## src/rtl/bit_deserializer_pkg.sv

```systemverilog
// Shared constants and state encoding for the serial-to-word deserializer.
package bit_deserializer_pkg;

  localparam int unsigned DEFAULT_WIDTH  = 8;
  localparam int unsigned DEFAULT_DROP_W = 8;

  typedef enum logic {
    ST_FILL = 1'b0,
    ST_HOLD = 1'b1
  } state_e;

endpackage

```

## src/rtl/bit_deserializer_sat_counter.sv

```systemverilog
// Saturating up-counter: holds at all-ones instead of wrapping.
module sat_counter #(
  parameter int unsigned W = 8
) (
  input  logic         clk,
  input  logic         clr,
  input  logic         inc,
  output logic [W-1:0] cnt
);

  logic [W-1:0] r_cnt;

  // Count up on inc, stop at all-ones; clr returns to zero
  always_ff @(posedge clk) begin
    if (clr) begin
      r_cnt <= '0;
    end else if (inc && (r_cnt != {W{1'b1}})) begin
      r_cnt <= r_cnt + W'(1);
    end
  end

  assign cnt = r_cnt;

endmodule

```

## src/rtl/bit_deserializer.sv

```systemverilog
// Collects qualified serial bits into WIDTH-bit words on a valid/ready port,
// parking one completed word while the port is stalled and counting bits
// that arrive while parked.
module bit_deserializer
  import bit_deserializer_pkg::*;
#(
  parameter int unsigned WIDTH     = DEFAULT_WIDTH,
  parameter bit          MSB_FIRST = 1'b1,
  parameter int unsigned DROP_W    = DEFAULT_DROP_W
) (
  input  logic              clk,
  input  logic              rst,
  input  logic              in_bit,
  input  logic              in_valid,
  input  logic              clr,
  output logic [WIDTH-1:0]  out_word,
  output logic              out_valid,
  input  logic              out_ready,
  output logic              overflow,
  output logic [DROP_W-1:0] drop_cnt
);

  localparam int unsigned CNT_W = (WIDTH > 1) ? $clog2(WIDTH) : 1;
  localparam logic [CNT_W-1:0] LAST_CNT = CNT_W'(WIDTH - 1);

  state_e           r_state;
  logic [WIDTH-1:0] r_sr;
  logic [CNT_W-1:0] r_cnt;
  logic [WIDTH-1:0] r_word;
  logic             r_valid;
  logic             r_overflow;

  state_e           w_state_nxt;
  logic [WIDTH-1:0] w_shifted;
  logic [WIDTH-1:0] w_sr_nxt;
  logic [CNT_W-1:0] w_cnt_nxt;
  logic [WIDTH-1:0] w_word_nxt;
  logic             w_valid_nxt;
  logic             w_drop;
  logic             w_last;
  logic             w_out_free;
  logic             w_complete;

  assign w_last     = (r_cnt == LAST_CNT);
  assign w_out_free = !r_valid || out_ready;
  assign w_complete = in_valid && w_last && w_out_free;

  // Shift register contents after accepting in_bit in the configured order
  always_comb begin
    if (MSB_FIRST) begin
      w_shifted = {r_sr[WIDTH-2:0], in_bit};
    end else begin
      w_shifted = {in_bit, r_sr[WIDTH-1:1]};
    end
  end

  // State register
  always_ff @(posedge clk) begin
    if (rst) begin
      r_state <= ST_FILL;
    end else begin
      r_state <= w_state_nxt;
    end
  end

  // Next state: park in HOLD when a word completes against a full output
  always_comb begin
    w_state_nxt = r_state;
    case (r_state)
      ST_FILL: if (in_valid && w_last && !w_out_free) w_state_nxt = ST_HOLD;
      ST_HOLD: if (out_ready) w_state_nxt = ST_FILL;
    endcase
    if (clr) w_state_nxt = ST_FILL;
  end

  // Next datapath/output values per state; clr flushes everything but drop tracking
  always_comb begin
    w_sr_nxt    = r_sr;
    w_cnt_nxt   = r_cnt;
    w_word_nxt  = r_word;
    w_valid_nxt = r_valid;
    w_drop      = 1'b0;
    case (r_state)
      ST_FILL: begin
        if (in_valid) begin
          w_sr_nxt = w_shifted;
          if (w_last) begin
            w_cnt_nxt = '0;
            if (w_out_free) begin
              w_word_nxt  = w_shifted;
              w_valid_nxt = 1'b1;
            end
          end else begin
            w_cnt_nxt = r_cnt + CNT_W'(1);
          end
        end
        if (!w_complete && r_valid && out_ready) w_valid_nxt = 1'b0;
      end
      ST_HOLD: begin
        w_drop = in_valid;
        if (out_ready) begin
          w_word_nxt  = r_sr;
          w_valid_nxt = 1'b1;
          w_sr_nxt    = '0;
          w_cnt_nxt   = '0;
        end
      end
    endcase
    if (clr) begin
      w_sr_nxt    = '0;
      w_cnt_nxt   = '0;
      w_word_nxt  = '0;
      w_valid_nxt = 1'b0;
      w_drop      = 1'b0;
    end
  end

  // Datapath and output registers
  always_ff @(posedge clk) begin
    if (rst) begin
      r_sr    <= '0;
      r_cnt   <= '0;
      r_word  <= '0;
      r_valid <= 1'b0;
    end else begin
      r_sr    <= w_sr_nxt;
      r_cnt   <= w_cnt_nxt;
      r_word  <= w_word_nxt;
      r_valid <= w_valid_nxt;
    end
  end

  // Sticky overflow flag, cleared only by rst
  always_ff @(posedge clk) begin
    if (rst) begin
      r_overflow <= 1'b0;
    end else if (w_drop) begin
      r_overflow <= 1'b1;
    end
  end

  sat_counter #(
    .W (DROP_W)
  ) u_drop_cnt (
    .clk (clk),
    .clr (rst),
    .inc (w_drop),
    .cnt (drop_cnt)
  );

  assign out_word  = r_word;
  assign out_valid = r_valid;
  assign overflow  = r_overflow;

endmodule

```

## config.mk

```make
export PLATFORM = sky130hd
export DESIGN_NAME = bit_deserializer
export DESIGN_NICKNAME = d
export VERILOG_FILES = /design/src/rtl/bit_deserializer_pkg.sv /design/src/rtl/bit_deserializer_sat_counter.sv /design/src/rtl/bit_deserializer.sv
export SDC_FILE = /design/constraint.sdc
export NUM_CORES = 1
export LEC_CHECK = 0
export ABC_AREA = 1
export ABC_CLOCK_PERIOD_IN_PS = 1400
export BUFFER_PORTS_ARGS = -buffer_cell sky130_fd_sc_hd__buf_2
export CAP_MARGIN = 0
export CORE_UTILIZATION = 37
export DETAILED_ROUTE_END_ITERATION = 10
export SYNTH_ARGS = -nofsm -noshare
export SYNTH_HDL_FRONTEND = slang
export SYNTH_HIERARCHICAL = 1
export SYNTH_SLANG_ARGS = --single-unit
export TNS_END_PERCENT = 30
```

## constraint.sdc

```tcl
create_clock -name clk -period 1.4 [get_ports clk]
set_input_delay 0.28 -clock clk [delete_from_list [all_inputs] [get_ports clk]]
set_output_delay 0.28 -clock clk [all_outputs]
set_load 0.01 [all_outputs]
```

## Word level (Yosys, flattened, before mapping)

Index checks and enable logic that the tools add are counted.

- Flip-flop bits (word level): 30
- Logic and storage cells: 56

- Reduce and logical (&&, ||, !) cells: 14
- Multiplexer cells: 23
- Bitwise logic cells: 1
- Equality and inequality tests: 9
- $add $sub $neg: 2

Operator list:

| kind | number |
|---|---|
| 8-bit 2-to-1 mux | 6 |
| 8-bit one-hot mux with 2 select lines | 2 |
| 1-bit 2-to-1 mux | 9 |
| 3-bit 2-to-1 mux | 3 |
| 3-bit inequality test, second input constant | 3 |
| 8-bit by 1-bit adder with 8-bit output, second input constant | 1 |
| 2-bit inequality test, second input constant | 4 |
| 8-bit inequality test, second input constant | 1 |
| 4-bit AND reduction | 2 |
| 1-bit logical AND | 6 |
| 3-bit one-hot mux with 2 select lines | 1 |
| 1-bit one-hot mux with 2 select lines | 2 |
| 3-bit by 1-bit adder with 3-bit output, second input constant | 1 |
| 3-bit == test, second input constant | 1 |
| 1-bit zero test | 3 |
| 2-bit AND reduction | 1 |
| 2-bit OR reduction | 1 |
| 1-bit logical OR | 1 |
| 1-bit inverter | 1 |

## Depth between registers and ports, before layout

Gate-level depths: netlist of run 1.

- Depth in word-level cells: 8
- Mapped depth: 10
- Gate-level depth less buffers: 10

## Cells and area by module

The synthesis of run 1 kept the hierarchy.

By module, submodules not included:

| module | instances | area each (um2) | cells each | seq. area each (um2) |
|---|---|---|---|---|
| bit_deserializer | 1 | 988.4 | 146 | 440.4 |
| sat_counter | 1 | 484.2 | 77 | 160.2 |

## Worst setup path after synthesis of run 1

OpenSTA, ideal clock, no wires.

- Path type: register to register
- Start point: register r_cnt[0]
- End point: register r_word[5], in the netlist out_word[5]
- Library setup time: 113 ps
- Path slack: 109 ps
- Buffers on the path: 1
- Data required time: 1,287 ps
- Stages on the path, launching flop included: 10
- Arrival time: 1,179 ps
- Path through: dfxtp_1 > ha_1 > ha_1 > nand2_1 > nand2_1 > nand2_2 > buf_6 > nand2_1 > nand2_1 > nor2_1

- Longest elaborated chain between the ends: 3

RTL lines:

| item | line | source |
|---|---|---|
| start: declaration | bit_deserializer.sv:28 | `logic [CNT_W-1:0] r_cnt;` |
| start signal: assignment | bit_deserializer.sv:127 | `r_cnt <= w_cnt_nxt;` |
| 3-bit == test | bit_deserializer.sv:44 | `assign w_last = (r_cnt == LAST_CNT);` |
| 2-bit inequality test (no line) | -- |  |
| 4-bit AND reduction (no line) | -- |  |
| end signal: assignment | bit_deserializer.sv:128 | `r_word <= w_word_nxt;` |
| end: declaration | bit_deserializer.sv:29 | `logic [WIDTH-1:0] r_word;` |

No other way between the ends.
A chain may end at the register's enable or synchronous reset.

## Worst setup path in the final report of run 1

- Start point: register r_cnt[0]
- End point: register r_word[6], in the netlist out_word[6]

Same word-level chain as after synthesis.

==> results of run 1 <==
[per-stage QoR]
step                      power (mW)  area (sq um)  worst slack, ns  std cells  hold slack, ns
after floorplan               0.9124          1473           0.1086        223          0.3524
after global placement        0.9367          1644          0.04724        293          0.4454
after detailed placement      0.9360          1644          0.02198        293          0.4610
after CTS                      1.648          1735         0.003959        301          0.2332
after global routing           1.706          1749          0.01641        302          0.2400
final                          1.628          1749           0.1227        302          0.2367
[synth_stat cells (all sizes together)]
| master | count | area, sq um |
|---|---|---|
| ha | 3 | 37.54 |
| o21ai | 8 | 43.79 |
| nand2 | 71 | 271.5 |
| a21oi | 17 | 85.08 |
| clkbuf | 1 | 3.750 |
| a211oi | 1 | 7.510 |
| buf | 7 | 52.54 |
| nor2 | 41 | 166.4 |
| dfxtp | 30 | 600.6 |
| nand3b | 1 | 11.26 |
| nand3 | 17 | 95.09 |
| inv | 26 | 97.59 |
[metal layers]
layer | share of wire (%) | GRT usage (%)
met1 | 50 | 19.14
met2 | 45 | 23.44
met4 | 1.2 | 7.337
met5 | 0 | 0
met3 | 3.8 | 6.250
[critical path: cells and delay by family (launching register included)]
family	cells	cell delay, ns
fa+ha+maj	2	0.38
simple gates	6	0.46
flops	1	0.32
[worst paths after layout]
path,start,endpoint,slack (ns),depth (start not counted)
hold reg to reg,r_cnt[1],r_cnt[1],0.47,2
hold / removal,rst,overflow,0.24,2
setup / recovery,r_cnt[0],out_word[6],0.12,8
setup reg to reg,r_cnt[0],out_word[6],0.12,8
[logic make-up after synthesis]
group	count (synthesis)	synth area share, %
AND/OR/NAND/NOR	130	36.96
adder cells (fa/ha/maj)	3	2.549
flip-flops	30	40.78
AO/OA/AOI/OAI	26	9.261
buffers and inverters	34	10.45
[repair_timing]
action	4_1_cts	5_1_grt
hold endpoints to repair	0	0
endpoints found under the setup margin	0	9
resized for setup	0	2
[final cells by class]
cell class	instances	area share, %
Clock buffer	7	4.936
Inverter	26	5.579
Sequential cell	30	34.33
Tap cell	48	3.433
Clock inverter	1	0.2861
Multi-Input combinational cell	160	41.85
Timing Repair Buffer	30	9.585
[flip-flops by register name (all words and copies together) (netlist names)]
| signal | count |
|---|---|
| out_valid | 1 |
| overflow | 1 |
| r_cnt | 3 |
| r_sr | 8 |
| u_drop_cnt/cnt | 8 |
| r_state | 1 |
| out_word | 8 |
[cells in the final DEF, fill, tap and decap left out, types with 3 or more instances in the layout]
cell / netlist / routed
nor2_1: 38 / 38
ha_1: 3 / 3
buf_4: 2 / 7
o21ai_0: 5 / 5
inv_1: 22 / 22
a21oi_1: 17 / 17
buf_2: 3 / 23
clkbuf_8: 0 / 6
nand2_1: 69 / 68
nand3_1: 15 / 15
dfxtp_1: 30 / 30
inv_2: 4 / 4
nand2_2: 2 / 3
[power by group through the flow]
stage	sequential, mW	combinational, mW	clock (mW)
after global routing	0.859	0.0650	0.783
final	0.859	0.0583	0.710
after floorplan	0.877	0.0350	0
after CTS	0.859	0.0587	0.731
after detailed placement	0.878	0.0583	0
after global placement	0.878	0.0590	0
==> flow_metrics.py, run 1 <==
metrics = {
    "worst_setup_path": {
        "cpMaxStageDelayCell": "dfxtp_1",
        "startpoint_type": "flop",
        "critical_path_class": "reg -> reg",
        "worst_setup_path_end_kind": "flop",
        "cp_slowest_stage_delay_ns": 0.32,
        "cp_common_cell": "nand2_1",
        "crit_chain": "ha_1, ha_1, nand2_1, nand2_2, nand2_4, nand2_1, nand2_1, nor2_1",
        "crit_required_ns": 1.58,
        "crit_fanout": 9,
        "cp.arrival_ns": 1.45,
    },
    "synth": {
        "synth_area_sq_mm": 0.001473,
        "ys_ff_latch": 30,
        "synth_warnings": 6,
        "syn_nets": 232,
        "yosysSeqAreaShare_pct": 40.78,
        "avgSynthCellArea_sq_um": 6.604,
        "syn_inst": 223,
        "synth.distinct_cells": 21,
    },
    "detailed_routing": {
        "drt_pass1_iterations": 4,
        "dr.first_iter.drc_count": 75,
        "wirelength_um": 2950,
        "viasPerCell": 4.556,
        "drc": 0,
        "ant_nets": 0,
        "avgRoutedWirePerCell_um": 9.768,
        "vias": 1376,
    },
    "cts": {
        "clock-sinks": 30,
        "postCtsSetupBuffers": 0,
        "htree_levels": 2,
        "clkLatencyLatePin_ns": 0.28,
        "cts_hold_buf": 0,
        "numCtsBuffers": 5,
        "cts-root-buf": "clkbuf_8",
        "cts.reportedPaths.clkPinSlew_ns": 0.06,
        "cts_tree": "done",
        "cts.path.max_buffers": 2,
    },
    "floorplan": {
        "die_area_sq_mm": 0.004237,
        "core_area_sq_mm": 0.003744,
        "rows": 22,
        "die_w_um": 65.09,
        "die_h_um": 65.09,
        "ioPinCount": 24,
        "initial_utilization_pct": 39.34,
    },
    "timing": {
        "worst_pin_slew_ns": 0.4010,
        "hold_viol_final": 0,
        "clock.fmax_ghz": 0.7829,
        "fin_tns_setup_ns": 0,
        "period_needed_ns": 1.277,
        "slew_headroom_pct": 73.09,
        "finalSetupViolCount": 0,
        "period_share_pct": 91.24,
        "fin_skew_ns": 0.0007982,
        "slew_viol_final": 0,
        "rsz0062_at_grt": "no",
    },
    "power_and_ir_drop": {
        "swShare_pct": 21.80,
        "pwr_density_cell_mw_per_mm2": 930.5,
        "power.share.clock_pct": 43.7,
        "leakagePower_nw": 0.8514,
        "vdd_drop_max_v": 0.0007205,
        "switchingPower_mw": 0.3548,
        "combPwrFrac_pct": 3.6,
        "pwr-share-seq_pct": 52.8,
        "p_int_mw": 1.273,
    },
    "global_routing": {
        "grt_start_max_net_pins": 18,
        "antenna_found_initial": 0,
        "grt_pass1_wl_um": 4981,
        "grt_pass1_vias": 1171,
        "grt_overflow": 0,
        "gr-usage-all-layers_pct": 15.51,
    },
    "cells_and_area": {
        "insertedDiodeCount": 0,
        "nNetsFinal": 262,
        "area_growth_pct": 18.78,
        "regArea_sq_um": 600.6,
        "multi_input_area_sq_um": 732.0,
        "drive_gt1_share_pct": 20.47,
        "nFillCells": 428,
        "post-route-util_pct": 46.72,
    },
    "placed_design": {
        "routabilityCongestion": 0.7679,
        "placement.io_buffers": 23,
        "hpwl_um": 2082,
    },
    "flow_run": {
        "drv_cap": 0,
    },
    "hold_path": {
        "hold_path_class": "in -> reg",
    },
    "status": {
        "outcome": "finished clean",
    },
}
Power figures use the tool's default switching activity.
==> run 2: changes to the inputs <==
--- a/config.mk
+++ b/config.mk
@@ -11,6 +11,7 @@
 export CAP_MARGIN = 0
 export CORE_UTILIZATION = 37
 export DETAILED_ROUTE_END_ITERATION = 10
+export REMOVE_ABC_BUFFERS = 1
 export SYNTH_ARGS = -nofsm -noshare
 export SYNTH_HDL_FRONTEND = slang
 export SYNTH_HIERARCHICAL = 1
==> run 2 against run 1 <==
Compared with the run above:
- maximum frequency fell by 4.9%
- sequential power about the same
- clock skew grew 0.0050 ns
- first-iteration DRC count rose by 2.7%
- worst setup slack got worse by 0.066 ns
- power shrank 3.9%
- register-to-register slack lost 0.07 ns
- largest cell class unchanged
==> flow_metrics.py, run 2 (synthesis results as in run 1) <==
metrics = {
    "detailed_routing": {
        "drt_pass1_iterations": 4,
        "met2_length_um": 1358,
        "avgRoutedWirePerCell_um": 10.12,
        "met1Wirelength_um": 1571,
        "ant_nets": 0,
        "viasPerCell": 4.536,
        "dr.first_iter.drc_count": 77,
        "drc": 0,
        "vias": 1379,
        "wl_met3_um": 97,
        "top_layer": "met4",
        "wirelength_um": 3077,
    },
    "hold_path": {
        "hold_path_class": "in -> reg",
    },
    "placed_design": {
        "routabilityCongestion": 0.7829,
        "dp_slack_ns": 0.09435,
        "dpl_cell_area_sq_mm": 0.001672,
        "hpwl_um": 2052,
        "placed_cells": 295,
        "placement.io_buffers": 23,
    },
    "cts": {
        "numCtsBuffers": 5,
        "cts.reportedPaths.clkPinSlew_ns": 0.06,
        "cts.path.max_buffers": 2,
        "cts-root-buf": "clkbuf_8",
        "cts_tree": "done",
        "clock-sinks": 30,
        "postCtsSetupBuffers": 0,
        "clkLatencyLatePin_ns": 0.28,
        "htree_levels": 2,
        "cts_hold_buf": 0,
    },
    "status": {
        "outcome": "finished clean",
    },
    "timing": {
        "finalWorstSetupSlack_ns": 0.05719,
        "slew_viol_final": 0,
        "period_share_pct": 95.91,
        "period_needed_ns": 1.343,
        "fin_skew_ns": 0.005750,
        "hold_viol_final": 0,
        "whs_ns": 0.2432,
        "slew_headroom_pct": 72.75,
        "clock.fmax_ghz": 0.7447,
        "finalSetupViolCount": 0,
        "worst_pin_slew_ns": 0.4083,
    },
    "global_routing": {
        "grt_pass1_wl_um": 5057,
        "grt_overflow": 0,
        "gr-usage-all-layers_pct": 15.67,
        "grt_start_max_net_pins": 18,
        "grt_pass1_vias": 1177,
        "antenna_found_initial": 0,
    },
    "floorplan": {
        "die_h_um": 65.09,
        "die_area_sq_mm": 0.004237,
        "rows": 22,
        "die_w_um": 65.09,
        "initial_utilization_pct": 39.34,
        "core_area_sq_mm": 0.003744,
        "ioPinCount": 24,
    },
    "worst_setup_path": {
        "crit_fanout": 4,
        "cp.arrival_ns": 1.52,
        "critical_path_class": "reg -> reg",
        "startpoint_type": "flop",
        "worst_setup_path_end_kind": "flop",
        "crit_required_ns": 1.57,
    },
    "flow_run": {
        "drv_cap": 0,
    },
    "power_and_ir_drop": {
        "leakagePower_nw": 0.8880,
        "power.total_mw": 1.564,
        "pwr_density_cell_mw_per_mm2": 861.5,
        "vdd_drop_max_v": 0.0005306,
    },
    "cells_and_area": {
        "area_growth_pct": 23.28,
        "final_cell_mix": "nand2_1, nor2_1, dfxtp_1, buf_2, inv_1",
        "finalInstanceArea_sq_mm": 0.001815,
        "stdcell_count": 304,
        "insertedDiodeCount": 0,
        "drive_gt1_share_pct": 23.05,
        "mostFrequentLayoutCell": "nand2_1",
        "nNetsFinal": 265,
    },
}
run 2: power breakdown:
part | switching, mW | internal (mW)
Combinational | 0.0390 | 0.0204
Clock | 0.313 | 0.332
Sequential | 0.00214 | 0.857
run 2: per-layer routing:
metal  vias up  GRT usage (%)
met5         -              0
met4         0          7.337
met3         5          4.688
met2        24          25.00
met1       594          19.27
li1        756              -
run 2: worst paths after layout:
kind | startpoint | endpoint | slack [ns] | cells past startpoint
max | r_cnt[0] | out_word[5] | 0.06 | 9
min | rst | overflow | 0.24 | 2
min reg2reg | r_cnt[1] | r_cnt[1] | 0.46 | 2
max reg2reg | r_cnt[0] | out_word[5] | 0.06 | 9
run 2: stage by stage:
stage / setup TNS [ns] / utilization [%]
4_1_cts: 0 / 46.76
6_report: 0 / 48.50
3_3_place_gp: 0 / 44.65
2_1_floorplan: -0.1764 / -
5_1_grt: -0.003158 / 48.50
3_5_place_dp: 0 / 44.65
run 2: what timing repair did:
action,in CTS,in global routing
gates resized for setup,0,6
setup endpoints to repair,0,5
hold endpoints to repair,0,0
run 2: worst max-delay path: stages, from the launching register on:
cell       delay, ns
dfxtp_2         0.32
ha_1            0.19
ha_2            0.17
nand2_1         0.09
nand2_2         0.07
nand2_4         0.12
clkbuf_16       0.14
nand2_1         0.04
nand2_1         0.05
nor2_1          0.04
run 2: layout make-up:
class,instances,area [sq um]
flip-flops and latches,30,603.1
inverters,26,97.59
fillers,410,1928
clock buffers,5,68.82
repair buffers,34,245.2
multi-input cells,159,730.7
clock inverters,2,10.01
well taps,48,60.06
==> run 3: changes to the inputs <==
--- a/config.mk
+++ b/config.mk
@@ -9,8 +9,10 @@
 export ABC_CLOCK_PERIOD_IN_PS = 1400
 export BUFFER_PORTS_ARGS = -buffer_cell sky130_fd_sc_hd__buf_2
 export CAP_MARGIN = 0
-export CORE_UTILIZATION = 37
+export CORE_UTILIZATION = 45
 export DETAILED_ROUTE_END_ITERATION = 10
+export GPL_ROUTABILITY_DRIVEN = 1
+export PLACE_DENSITY = 0.68
 export REMOVE_ABC_BUFFERS = 1
 export SYNTH_ARGS = -nofsm -noshare
 export SYNTH_HDL_FRONTEND = slang
==> run 3 against run 2 <==
Compared with the run above:
- sequential share of layout area is 1.3 points higher
- clock power decreased by 16%
- non-clock buffer count fell by 3
- worst hold slack got worse by 0.048 ns
- sequential power barely moved
- final area is 3.9% lower
- worst setup slack improved by 0.027 ns
- global-route usage increased by 3.8 points
- power fell by 6.8%
- combinational power increased by 1%
- clock-buffer cell count rose by 2
- first-iteration DRC count shrank 38%
- largest cell class unchanged
==> flow_metrics.py, run 3 (synthesis results as in run 1) <==
metrics = {
    "timing": {
        "slew_headroom_pct": 72.51,
        "finalSetupViolCount": 0,
        "period_share_pct": 93.95,
        "hold_viol_final": 0,
        "worst_pin_slew_ns": 0.4118,
        "slew_viol_final": 0,
        "fin_skew_ns": 0.01036,
        "period_needed_ns": 1.315,
        "finalWorstSetupSlack_ns": 0.08469,
        "clock.fmax_ghz": 0.7603,
    },
    "worst_setup_path": {
        "worst_setup_path_end_kind": "flop",
        "cpMaxStageDelayCell": "dfxtp_1",
        "cp-startpoint": "r_state",
        "cp_common_cell": "nor2_1",
        "critical_path_class": "reg -> reg",
        "cp_slowest_stage_delay_ns": 0.36,
        "crit_required_ns": 1.62,
        "startpoint_type": "flop",
        "cp.arrival_ns": 1.54,
        "critical_path_buf_inv_count": 1,
        "crit_family": "flip-flops",
        "crit_chain": "buf_4, o21ai_2, nand2_4, nor2_1, nor2_1",
        "reg2reg_from": "r_state",
        "crit_fanout": 8,
    },
    "cts": {
        "numCtsBuffers": 5,
        "clock-sinks": 30,
        "cts-root-buf": "clkbuf_4",
        "postCtsSetupBuffers": 0,
        "cts.path.max_buffers": 2,
        "cts_tree": "done",
        "cts.reportedPaths.clkPinSlew_ns": 0.10,
        "clkLatencyLatePin_ns": 0.33,
        "htree_levels": 2,
    },
    "floorplan": {
        "die_w_um": 59.21,
        "initial_utilization_pct": 47.85,
        "core_area_sq_mm": 0.003078,
        "rows": 20,
        "die_h_um": 59.21,
        "ioPinCount": 24,
        "die_area_sq_mm": 0.003505,
    },
    "power_and_ir_drop": {
        "leakagePower_nw": 0.8447,
        "pwr_density_cell_mw_per_mm2": 835.4,
        "vdd_drop_max_v": 0.0005332,
    },
    "cells_and_area": {
        "nNetsFinal": 264,
        "regArea_sq_um": 601.8,
        "mostFrequentLayoutCell": "nand2_1",
        "drive_gt1_share_pct": 22.27,
        "post-route-util_pct": 56.67,
        "area_growth_pct": 18.44,
        "insertedDiodeCount": 0,
        "final_cell_mix": "nand2_1, nor2_1, dfxtp_1, buf_2, inv_1",
        "nFillCells": 310,
        "multi_input_area_sq_um": 754.5,
    },
    "detailed_routing": {
        "drc": 0,
        "ant_nets": 0,
        "viasPerCell": 4.643,
        "met2_length_um": 1276,
        "wirelength_um": 3043,
        "avgRoutedWirePerCell_um": 10.14,
        "vias": 1393,
        "met1Wirelength_um": 1587,
        "wl_met3_um": 118,
        "dr.first_iter.drc_count": 48,
        "drt_pass1_iterations": 4,
        "top_layer": "met4",
    },
    "placed_design": {
        "placement.io_buffers": 23,
        "routabilityCongestion": 0.8224,
        "dp_slack_ns": -0.004265,
        "hpwl_um": 2016,
    },
    "flow_run": {
        "drv_cap": 0,
    },
    "hold_path": {
        "hold_path_class": "in -> reg",
        "hp-start": "rst",
    },
    "global_routing": {
        "grt_pass1_wl_um": 5064,
        "gr-usage-all-layers_pct": 19.46,
        "antenna_found_initial": 0,
        "grt_start_max_net_pins": 18,
        "grt_overflow": 0,
        "grt_pass1_vias": 1180,
    },
    "status": {
        "outcome": "finished clean",
    },
}
-- run 3: cell types whose count changed in the layout (fill, tap and decap cells not counted), moves of 2 or more --
cell       previous run  this run
clkbuf_8              5         1
nand2_4               1         3
clkbuf_4              0         5
clkbuf_16             2         0
-- run 3: timing repair --
action / CTS / global route
hold buffers: 0 / 0
cloned: 0 / 2
pin swaps: 0 / 1
gates resized for setup: 1 / 6
setup endpoints to repair: 8 / 11
-- run 3: cell type report --
| type | instances | share of cell area, % |
|---|---|---|
| tap | 44 | 3.156 |
| inverter | 26 | 5.595 |
| clock inverter | 1 | 0.2869 |
| multi-input combinational | 161 | 43.26 |
| timing repair buffer | 31 | 10.04 |
| sequential | 30 | 34.51 |
| clock buffer | 7 | 3.156 |
-- run 3: metrics by stage --
step	hold slack (ns)	TNS [ns]	instance area [sq um]	total power, mW	instances
final	0.1954	0	1744	1.457	300
after global routing	0.1716	-0.0002605	1744	1.525	300
after CTS	0.1844	0	1712	1.468	298
after detailed placement	0.4592	-0.01663	1647	0.9374	290
after global placement	0.4506	0	1647	0.9360	290
after floorplan	0.3524	-0.1764	1416	0.9057	215
-- run 3: path summary, 6_finish.rpt --
kind	endpoint	slack, ns	cells past startpoint
setup / recovery	out_word[4]	0.08	5
hold reg to reg	r_sr[7]	0.47	2
hold / removal	overflow	0.20	2
setup reg to reg	out_word[4]	0.08	5
-- run 3: per-layer routing --
metal,track usage (%),vias to the layer above
met2,27.77,28
met5,0,-
met1,26.63,598
met4,10.20,0
li1,-,759
met3,5.240,8
-- run 3: power by group --
part / internal [mW] / switching, mW
clock: 0.243 / 0.296
sequential: 0.856 / 0.00212
combinational: 0.0203 / 0.0398
total: 1.12 / 0.338
